--- config.mk ---
export PLATFORM = sky130hd
export DESIGN_NAME = alu_execute_stage
export DESIGN_NICKNAME = d
export VERILOG_FILES = /design/src/rtl/alu_pkg.sv /design/src/rtl/mul_seq10.sv /design/src/rtl/alu_execute_stage.sv
export SDC_FILE = /design/constraint.sdc
export NUM_CORES = 1
export LEC_CHECK = 0
export BUFFER_PORTS_ARGS = -buffer_cell sky130_fd_sc_hd__buf_2
export CORE_MARGIN = 2
export CORE_UTILIZATION = 40
export CTS_BUF_LIST = sky130_fd_sc_hd__clkbuf_8
export CTS_CLUSTER_DIAMETER = 150
export CTS_CLUSTER_SIZE = 16
export DETAILED_ROUTE_END_ITERATION = 6
export PLACE_DENSITY = 0.66
export SLEW_MARGIN = 20
export SYNTH_ARGS = -nofsm -noshare
export SYNTH_HDL_FRONTEND = slang
export SYNTH_SLANG_ARGS = --single-unit
--- constraint.sdc ---
create_clock -name clk -period 3.95 [get_ports clk]
set_clock_uncertainty 0.1 [all_clocks]
set_input_delay 0.79 -clock clk [delete_from_list [all_inputs] [get_ports clk]]
set_output_delay 0.79 -clock clk [all_outputs]
set_load 0.005 [all_outputs]
--- src/rtl/alu_pkg.sv ---
// Shared constants for the ALU execute stage: widths, din field layout,
// opcode encodings and FSM state encoding.
package alu_pkg;

   localparam int ALU_WIDTH = 10;
   localparam int ALU_OPW   = 3;
   localparam int SHAMT_W   = 4;
   localparam int DIN_W     = 2 * ALU_WIDTH + ALU_OPW;

   localparam int DIN_OP_LSB = 0;
   localparam int DIN_B_LSB  = DIN_OP_LSB + ALU_OPW;
   localparam int DIN_A_LSB  = DIN_B_LSB + ALU_WIDTH;

   localparam logic [ALU_OPW-1:0] OP_ADD   = 3'b000;
   localparam logic [ALU_OPW-1:0] OP_SUB   = 3'b001;
   localparam logic [ALU_OPW-1:0] OP_AND   = 3'b010;
   localparam logic [ALU_OPW-1:0] OP_OR    = 3'b011;
   localparam logic [ALU_OPW-1:0] OP_XOR   = 3'b100;
   localparam logic [ALU_OPW-1:0] OP_SLL   = 3'b101;
   localparam logic [ALU_OPW-1:0] OP_MUL   = 3'b110;
   localparam logic [ALU_OPW-1:0] OP_PASSB = 3'b111;

   typedef enum logic {
      IDLE     = 1'b0,
      MUL_BUSY = 1'b1
   } state_t;

endpackage

--- src/rtl/mul_seq10.sv ---
// Sequential shift-add multiplier: one multiplier bit per cycle, WIDTH cycles.
// product presents the final value combinationally during the done cycle.
module mul_seq10 #(
   parameter int WIDTH = 10,
   parameter int CNT_W = 4
) (
   input  logic                 clk,
   input  logic                 reset,
   input  logic                 start,
   input  logic                 abort,
   input  logic [WIDTH-1:0]     a,
   input  logic [WIDTH-1:0]     b,
   output logic                 busy,
   output logic                 done,
   output logic [2*WIDTH-1:0]   product
);

   localparam logic [CNT_W-1:0] LAST = CNT_W'(WIDTH - 1);

   logic [2*WIDTH-1:0] mcand_reg;
   logic [2*WIDTH-1:0] acc_reg;
   logic [2*WIDTH-1:0] addend;
   logic [2*WIDTH-1:0] acc_sum;
   logic [WIDTH-1:0]   mplier_reg;
   logic [CNT_W-1:0]   count_reg;
   logic               busy_reg;

   assign addend  = mplier_reg[0] ? mcand_reg : '0;
   assign acc_sum = acc_reg + addend;
   assign done    = busy_reg && (count_reg == LAST);
   assign busy    = busy_reg;
   assign product = acc_sum;

   always_ff @(posedge clk or negedge reset) begin
      if (!reset) begin
         mcand_reg  <= '0;
         acc_reg    <= '0;
         mplier_reg <= '0;
         count_reg  <= '0;
         busy_reg   <= 1'b0;
      end else if (abort) begin
         busy_reg  <= 1'b0;
         count_reg <= '0;
      end else if (start) begin
         mcand_reg  <= {{WIDTH{1'b0}}, a};
         mplier_reg <= b;
         acc_reg    <= '0;
         count_reg  <= '0;
         busy_reg   <= 1'b1;
      end else if (busy_reg) begin
         acc_reg    <= acc_sum;
         mcand_reg  <= mcand_reg << 1;
         mplier_reg <= mplier_reg >> 1;
         if (done) begin
            busy_reg  <= 1'b0;
            count_reg <= '0;
         end else begin
            count_reg <= count_reg + CNT_W'(1);
         end
      end
   end

endmodule

--- src/rtl/alu_execute_stage.sv ---
// Single-issue ALU execute stage: one-cycle ALU ops, multi-cycle MUL that
// stalls upstream while the sequential multiplier runs.
module alu_execute_stage
   import alu_pkg::*;
#(
   parameter int WIDTH = ALU_WIDTH,
   parameter int OPW   = ALU_OPW
) (
   input  logic                      clk,
   input  logic                      reset,
   input  logic [2*WIDTH+OPW-1:0]    din,
   input  logic                      valid_in,
   input  logic                      flush,
   output logic                      stall,
   output logic [WIDTH-1:0]          result,
   output logic                      zero,
   output logic                      carry,
   output logic                      valid_out
);

   localparam int B_LSB = DIN_OP_LSB + OPW;
   localparam int A_LSB = B_LSB + WIDTH;

   logic [WIDTH-1:0]   op_a;
   logic [WIDTH-1:0]   op_b;
   logic [OPW-1:0]     opcode;

   state_t             state_reg;
   state_t             state_next;
   logic [WIDTH-1:0]   result_reg;
   logic [WIDTH-1:0]   result_next;
   logic               carry_reg;
   logic               carry_next;
   logic               valid_reg;
   logic               valid_next;

   logic [WIDTH-1:0]   alu_res;
   logic               alu_carry;
   logic [WIDTH:0]     sum;
   logic [SHAMT_W-1:0] shamt;
   logic [2*WIDTH-1:0] shifted;

   logic               mul_start;
   logic               mul_busy;
   logic               mul_done;
   logic [2*WIDTH-1:0] mul_product;

   assign op_a   = din[A_LSB +: WIDTH];
   assign op_b   = din[B_LSB +: WIDTH];
   assign opcode = din[DIN_OP_LSB +: OPW];

   assign sum     = {1'b0, op_a} + {1'b0, op_b};
   assign shamt   = op_b[SHAMT_W-1:0];
   assign shifted = {{WIDTH{1'b0}}, op_a} << shamt;

   always_comb begin
      alu_res   = '0;
      alu_carry = 1'b0;
      case (opcode)
         OP_ADD: begin
            alu_res   = sum[WIDTH-1:0];
            alu_carry = sum[WIDTH];
         end
         OP_SUB: begin
            alu_res   = op_a - op_b;
            alu_carry = (op_a < op_b);
         end
         OP_AND:   alu_res = op_a & op_b;
         OP_OR:    alu_res = op_a | op_b;
         OP_XOR:   alu_res = op_a ^ op_b;
         OP_SLL: begin
            // Shifts of WIDTH or more leave result and carry at zero.
            if (int'(shamt) < WIDTH) begin
               alu_res   = shifted[WIDTH-1:0];
               alu_carry = |shifted[2*WIDTH-1:WIDTH];
            end
         end
         OP_PASSB: alu_res = op_b;
         default: ;
      endcase
   end

   always_comb begin
      state_next  = state_reg;
      result_next = result_reg;
      carry_next  = carry_reg;
      valid_next  = 1'b0;
      mul_start   = 1'b0;
      if (flush) begin
         state_next = IDLE;
      end else begin
         case (state_reg)
            IDLE: begin
               if (valid_in) begin
                  if (opcode == OP_MUL) begin
                     mul_start  = 1'b1;
                     state_next = MUL_BUSY;
                  end else begin
                     result_next = alu_res;
                     carry_next  = alu_carry;
                     valid_next  = 1'b1;
                  end
               end
            end
            MUL_BUSY: begin
               if (mul_done) begin
                  state_next  = IDLE;
                  result_next = mul_product[WIDTH-1:0];
                  carry_next  = |mul_product[2*WIDTH-1:WIDTH];
                  valid_next  = 1'b1;
               end else if (!mul_busy) begin
                  state_next = IDLE;
               end
            end
            default: state_next = IDLE;
         endcase
      end
   end

   always_ff @(posedge clk or negedge reset) begin
      if (!reset) begin
         state_reg  <= IDLE;
         result_reg <= '0;
         carry_reg  <= 1'b0;
         valid_reg  <= 1'b0;
      end else begin
         state_reg  <= state_next;
         result_reg <= result_next;
         carry_reg  <= carry_next;
         valid_reg  <= valid_next;
      end
   end

   mul_seq10 #(
      .WIDTH (WIDTH),
      .CNT_W (SHAMT_W)
   ) u_mul (
      .clk     (clk),
      .reset   (reset),
      .start   (mul_start),
      .abort   (flush),
      .a       (op_a),
      .b       (op_b),
      .busy    (mul_busy),
      .done    (mul_done),
      .product (mul_product)
   );

   assign stall     = (state_reg == MUL_BUSY);
   assign result    = result_reg;
   assign zero      = (result_reg == '0);
   assign carry     = carry_reg;
   assign valid_out = valid_reg;

endmodule

==> results of run 1 <==
-- routing by layer --
layer	part of all wire, %	wire length [um]	up-vias
met3	5.8	1050	23
met1	48	8690	2737
met5	0	0	-
li1	-	-	2682
met4	1.1	193	0
met2	45	8250	205
-- where the power goes --
part           leakage [nW]  internal (mW)  switching [mW]
Clock                0.0973          0.300           0.311
Combinational          2.02          0.252           0.370
Sequential            0.903          0.792          0.0822
-- worst paths after layout --
path | endpoint | from | slack [ps]
setup reg to reg | carry | u_mul.mplier_reg[0] | 370
hold / removal | u_mul.acc_reg[11] | reset | 310
setup / recovery | carry | u_mul.mplier_reg[0] | 370
hold reg to reg | u_mul.acc_reg[18] | u_mul.acc_reg[18] | 390
max in group asynchronous | u_mul.count_reg[2] | reset | 2460
min in group clk | u_mul.acc_reg[18] | u_mul.acc_reg[18] | 390
-- area by class of cell --
type | count | area [um^2] | share of cell area [%]
Tap cell | 184 | 230 | 3.49
Multi-Input combinational cell | 560 | 3910 | 59.3
Clock buffer | 9 | 124 | 1.88
Clock inverter | 7 | 80.1 | 1.21
Sequential cell | 68 | 1700 | 25.8
Timing Repair Buffer | 67 | 428 | 6.48
Inverter | 33 | 124 | 1.88
-- through the flow --
| step | hold WS [ps] | instance area [um^2] | worst slack (ps) |
|---|---|---|---|
| 5_1_grt | 368 | 6600 | 116 |
| 4_1_cts | 326 | 6600 | 348 |
| 6_report | 311 | 6600 | 373 |
| 3_3_place_gp | 370 | 6390 | 166 |
| 3_5_place_dp | 374 | 6390 | 56.2 |
| 2_1_floorplan | 351 | 5910 | 146 |
-- logic make-up after synthesis --
family | after synthesis | synth area share (%)
and+or+nand+nor | 210 | 17.2
AOI/OAI and AO/OA | 257 | 29.6
muxes | 18 | 4.19
DFF | 68 | 28.8
adders and majority gates | 55 | 12.0
xor gates and xnor gates | 20 | 2.96
buffers and inverters | 78 | 5.25
-- placed cells by master, fill, tap and decap left out, drive strengths merged, types with 10 or more instances in the layout --
master,n
nand2,60
o21ai,60
a22o,30
a21oi,47
nor2b,10
nor3,17
inv,36
nor2,53
buf,67
a211oi,14
dfrtp,68
nand3,13
a22oi,26
ha,52
and2,22
xnor2,14
a21o,10
==> reports/metrics.yaml, run 1 <==
n_fill_cell: 1438
cts-resized-gates: 0
synth.largest_area_cell: "dfrtp_1"
drt_iter0_markers: 620
yosysTopAreaCellShare_pct: 28.8
cp_cell_sequence: "and2_1 -> ha_1 -> fa_1 -> a21o_1 -> a221oi_1 -> a211oi_1 -> nor2_1 -> xnor2_1 -> or3_1 -> or4_1 -> nor4_2 -> nor2_1"
grt_overflow_total: 0
grt_pass1_wl_mm: 29.4
wl_mm: 18.2
numClockSinks: 68
hold_buffers: 0
cpPeakStageDelay_ps: 490
ys_seq_elements: 68
tightest_slew_ps: 933
yosys-top-cells-area: "dfrtp_1 29%, ha_1 11%, o21ai_0 5.1%"
p_total_mw: 2.11
ys_types: 66
crit_arrival_ps: 3730
drcViolationCount: 0
place_congestion: 0.930
area_delta_synth_final_pct: 11.6
utilization_pct: 45.6
htreeDepth: 3
critPathSlowestCell: "dfrtp_1"
ir_worst_vdd_uv: 170
rsz0062_at_grt: "no"
drt-pass1-iter-count: 5
wl_per_cell_um: 19.6
critPathTopFamily: "simple AND/OR/NAND/NOR gates"
end_kind: "register"
layout_min_cycle_time_ps: 3580
row_count: 44
antenna_left: 0
io_buffers: 40
num_io_pins: 41
fmax_mhz: 280
yosysWarnings: 0
start_kind: "register"
maxCapViolations: 0
finalSetupTns_ps: 0
hpwl_mm: 13.7
reg2reg_depth: 12
finalSetupViolCount: 0
cp_max_fo: 12
slew_violations: 0
met3_usage_pct: 3.81
post_cts_buffers: 0
initial_core_util_pct: 40.8
cts_inserted_buffers: 9
synth-edff-count: 0
crit_path_frequent_cell: "nor2_1"
dp.cells: 912
use_met1_pct: 34.3
syn_area_um2: 5910
synth_area_per_cell_um2: 8.37
final_hold_viol_count: 0
die_h_um: 126
clockBufferDepth: 2
grt_max_degree: 44
ys_seq_area_share_pct: 28.8
dieArea_um2: 15800
cp.depth: 12
die_width_um: 126
finish.net_count: 821
power.density_nw_per_um2: 319
cts-root-buf: "clkbuf_8"
core_area_um2: 14500
grt_usage_pct: 23.0
yosys-top-cells-count: "68 x dfrtp_1, 60 x nand2_1, 60 x o21ai_0"
ys.flop_type: "dfrtp_1"
slew-limit-headroom_pct: 37.0
synthArstFlopShare_pct: 100
clock_latency_ps: 360
cp.required_ps: 4110
viasPerCell: 6.09
routed-via-count: 5647
status: "complete, no violations"
crit_buf_inv: 0
synth_nets: 788
use_met2_pct: 35.5
critical_path_class: "register to register"
grt.busiest_layer: "met2"
synth.most_common_cell: "dfrtp_1"
cts_tree: "built"
antenna_found_initial: 0
drive_gt1_share_pct: 13.4
first_global_vias: 5438
clkSlewWorstSetupHoldPaths_ps: 90
layout_worst_path_cycle_share_pct: 90.6
hold_path.class: "input pin to asynchronous set/reset pin"
final_cells: 928
syn_inst: 706
p_leak_nw: 3.02
antenna_cells: 0
(Power assumes the default switching activity.)
==> inputs of run 2 (changes only) <==
- CORE_UTILIZATION: 40 -> 32
- PLACE_DENSITY: 0.66 -> 0.57
==> reports/metrics.yaml, run 2 (same netlist as run 1, synthesis figures left out) <==
slew-limit-headroom_pct: 41.6
grt_max_degree: 69
cp_max_fo: 5
dp.cells: 955
rsz0062_at_grt: "no"
antenna_left: 0
final_cells: 971
end_kind: "register"
layout_common_cells: "68 x dfrtp_1, 60 x o21ai_0, 60 x nand2_1"
die_width_um: 140
p_leak_nw: 3.03
antenna_found_initial: 0
finalSetupViolCount: 0
clock_latency_ps: 350
grt_overflow_total: 0
hpwl_mm: 13.1
cts_tree: "built"
core_area_um2: 18000
drt-pass1-iter-count: 5
die_h_um: 140
critical_path_class: "input pin to register"
dieArea_um2: 19600
place_congestion: 0.910
ir_worst_vdd_uv: 150
htreeDepth: 3
layout_worst_path_cycle_share_pct: 89.5
clkSlewWorstSetupHoldPaths_ps: 80
wl_per_cell_um: 18.4
cts_inserted_buffers: 9
slew_violations: 0
drcViolationCount: 0
crit_arrival_ps: 3670
antenna_cells: 0
first_global_vias: 5181
hold_path.class: "register to register"
final_common_cell: "dfrtp_1"
grt_pass1_wl_mm: 28.7
finish.net_count: 819
post_cts_buffers: 0
final_hold_viol_count: 0
finalSetupTns_ps: 0
tightest_slew_ps: 864
viasPerCell: 5.70
power.density_nw_per_um2: 329
start_kind: "input pin"
n_fill_cell: 1870
cts-root-buf: "clkbuf_8"
io_buffers: 40
hold_buffers: 0
numClockSinks: 68
grt_usage_pct: 18.2
ff_latch_area_um2: 1700
wl_mm: 17.9
cts-resized-gates: 0
area_delta_synth_final_pct: 13.2
routed-via-count: 5530
initial_core_util_pct: 32.8
fmax_mhz: 283
row_count: 49
cp.required_ps: 4090
num_io_pins: 41
drt_iter0_markers: 512
multiInputGateArea_um2: 3920
layout_min_cycle_time_ps: 3530
status: "complete, no violations"
clockBufferDepth: 2
maxCapViolations: 0
drive_gt1_share_pct: 13.3
-- run 2: final cells by class --
cell class	count	share of cell area, %
inverters	33	1.85
multi-input cells	560	58.5
flip-flops and latches	68	25.4
repair buffers	65	6.20
clock buffers	10	2.06
well taps	229	4.28
clock inverters	6	1.66
-- run 2: metal layers --
layer	vias to the layer above	part of all wire, %	global-route usage (%)	routed length [um]
li1	2675	-	-	-
met1	2640	50	28.4	8920
met2	189	43	26.5	7760
met3	26	5.2	2.56	932
met4	0	1.6	3.89	284
met5	-	0	0	0
-- run 2: worst paths after layout --
check / from / slack (ps) / cells past startpoint / endpoint
max: din[13] / 420 / 12 / carry
min: u_mul.mplier_reg[2] / 390 / 2 / u_mul.mplier_reg[2]
max reg2reg: u_mul.mcand_reg[0] / 470 / 12 / carry
min reg2reg: u_mul.mplier_reg[2] / 390 / 2 / u_mul.mplier_reg[2]
max in group asynchronous: reset / 2710 / 1 / u_mul.count_reg[3]
min in group asynchronous: reset / 460 / 1 / u_mul.mcand_reg[11]
-- run 2: per-stage QoR --
step	worst slack, ps	util [%]	cell area [um^2]	power, mW	hold slack (ps)
global placement	130	35.7	6440	1.49	371
floorplan	146	-	5910	1.26	351
detailed placement	115	35.7	6440	1.49	373
finish	416	37.1	6700	2.21	393
global route	284	37.1	6700	2.34	417
CTS	460	37.1	6690	2.21	390
-- run 2: where the power goes --
part           switching, mW  internal [mW]  total, mW
clock network          0.280          0.436      0.717
logic                  0.370          0.252      0.622
registers             0.0752          0.792      0.867
total                  0.725           1.48       2.21
-- run 2: critical path: stages --
cell,delay [ps]
buf_2,140
ha_1,230
fa_1,410
a21o_1,230
a221oi_1,380
o31ai_1,170
nand4_1,120
o311ai_0,130
a211o_1,300
or4_1,550
nor4_2,150
nor2_1,60
==> inputs of run 3 (changes only) <==
- REMOVE_ABC_BUFFERS: unset -> 1
- SETUP_SLACK_MARGIN: unset -> 0.05
==> reports/metrics.yaml, run 3 (same netlist as run 1, synthesis figures left out) <==
top_layer: "met4"
viasPerCell: 5.75
cp_max_fo: 5
routed-via-count: 5576
wl_per_cell_um: 18.3
grt_max_degree: 51
ir_worst_vdd_uv: 217
area_delta_synth_final_pct: 12.1
numClockSinks: 68
cts-root-buf: "clkbuf_8"
final_cells: 970
layout_worst_path_cycle_share_pct: 88.4
critical_path_class: "input pin to register"
antenna_left: 0
antenna_cells: 0
die_width_um: 140
drt-pass1-iter-count: 5
clkSlewWorstSetupHoldPaths_ps: 80
num_io_pins: 41
row_count: 49
tightest_slew_ps: 961
antenna_found_initial: 0
crit_arrival_ps: 3650
cts_inserted_buffers: 9
io_buffers: 40
grt_overflow_total: 0
hold_path.class: "input pin to asynchronous set/reset pin"
dr_wl_met3_mm: 1.00
finalSetupTns_ps: 0
hpwl_mm: 13.3
maxCapViolations: 0
layout_common_cells: "68 x dfrtp_1, 60 x o21ai_0, 60 x nand2_1"
dieArea_um2: 19600
wl_mm: 17.7
finish.net_count: 819
slew_violations: 0
fmax_mhz: 286
final_hold_viol_count: 0
grt_usage_pct: 18.4
slew-limit-headroom_pct: 35.1
clock_latency_ps: 370
status: "complete, no violations"
wl_met2_mm: 7.72
drcViolationCount: 0
end_kind: "register"
first_global_vias: 5286
cp.required_ps: 4110
cts_tree: "built"
final_common_cell: "dfrtp_1"
finalSetupViolCount: 0
hold_buffers: 0
grt_pass1_wl_mm: 29.0
cts-resized-gates: 0
clockBufferDepth: 2
place_congestion: 0.949
die_h_um: 140
dp.cells: 955
start_kind: "input pin"
initial_core_util_pct: 32.8
core_area_um2: 18000
drive_gt1_share_pct: 13.2
layout_min_cycle_time_ps: 3490
n_fill_cell: 1902
p_leak_nw: 2.99
power.density_nw_per_um2: 313
htreeDepth: 3
post_cts_buffers: 0
wl_met1_mm: 8.79
rsz0062_at_grt: "no"
drt_iter0_markers: 496
==> run 3: cell count changes in the layout (fill, tap and decap cells not counted), sizes merged <==
cell      delta
inv          +1
clkinvlp     +2
bufinv       -2
clkinv       -2
==> run 3: through the flow <==
stage                     hold WS (ps)  instance area [um^2]  util, %  setup WS, ps  power, mW
after floorplan                    351                  5730        -           354       1.23
after global placement             368                  6430     35.7           169       1.49
after detailed placement           376                  6430     35.7           109       1.49
after CTS                          299                  6630     36.8           445       2.09
after global routing               313                  6630     36.8           193       2.21
final                              308                  6630     36.8           458       2.07
==> run 3: cell type report <==
type | count | area, um^2 | share of cell area (%)
multi-input combinational | 560 | 3910 | 59.1
sequential | 68 | 1700 | 25.7
timing repair buffer | 65 | 400 | 6.04
tap | 229 | 287 | 4.32
clock buffer | 10 | 138 | 2.08
inverter | 33 | 124 | 1.87
clock inverter | 5 | 61.3 | 0.925
==> run 3: where the power goes <==
part,internal (mW),switching (mW)
sequential,0.792,0.0703
clock,0.307,0.288
combinational,0.249,0.368
total,1.35,0.726
==> run 3: path summary, 6_finish.rpt <==
path | to | startpoint | depth (start not counted) | slack (ps)
max | carry | din[13] | 12 | 460
min | u_mul.acc_reg[7] | reset | 2 | 310
min in group clk | u_mul.mplier_reg[4] | u_mul.mplier_reg[4] | 2 | 390
min reg2reg | u_mul.mplier_reg[4] | u_mul.mplier_reg[4] | 2 | 390
max in group asynchronous | u_mul.mplier_reg[6] | reset | 2 | 2880
max reg2reg | carry | u_mul.mcand_reg[0] | 12 | 480
==> run 3: routing by layer <==
layer	vias to the layer above	global-route usage, %
li1	2687	-
met1	2686	27.8
met2	187	27.6
met3	16	3.01
met4	0	4.26
met5	-	0
==> run 3: worst max-delay path, stage by stage <==
cell,delay (ps)
buf_2,140
ha_1,230
fa_1,410
a21o_1,220
a221oi_1,390
o31ai_1,180
nand4_1,120
o311ai_0,120
a211o_1,290
or4_1,550
nor4_2,150
nor2_1,60
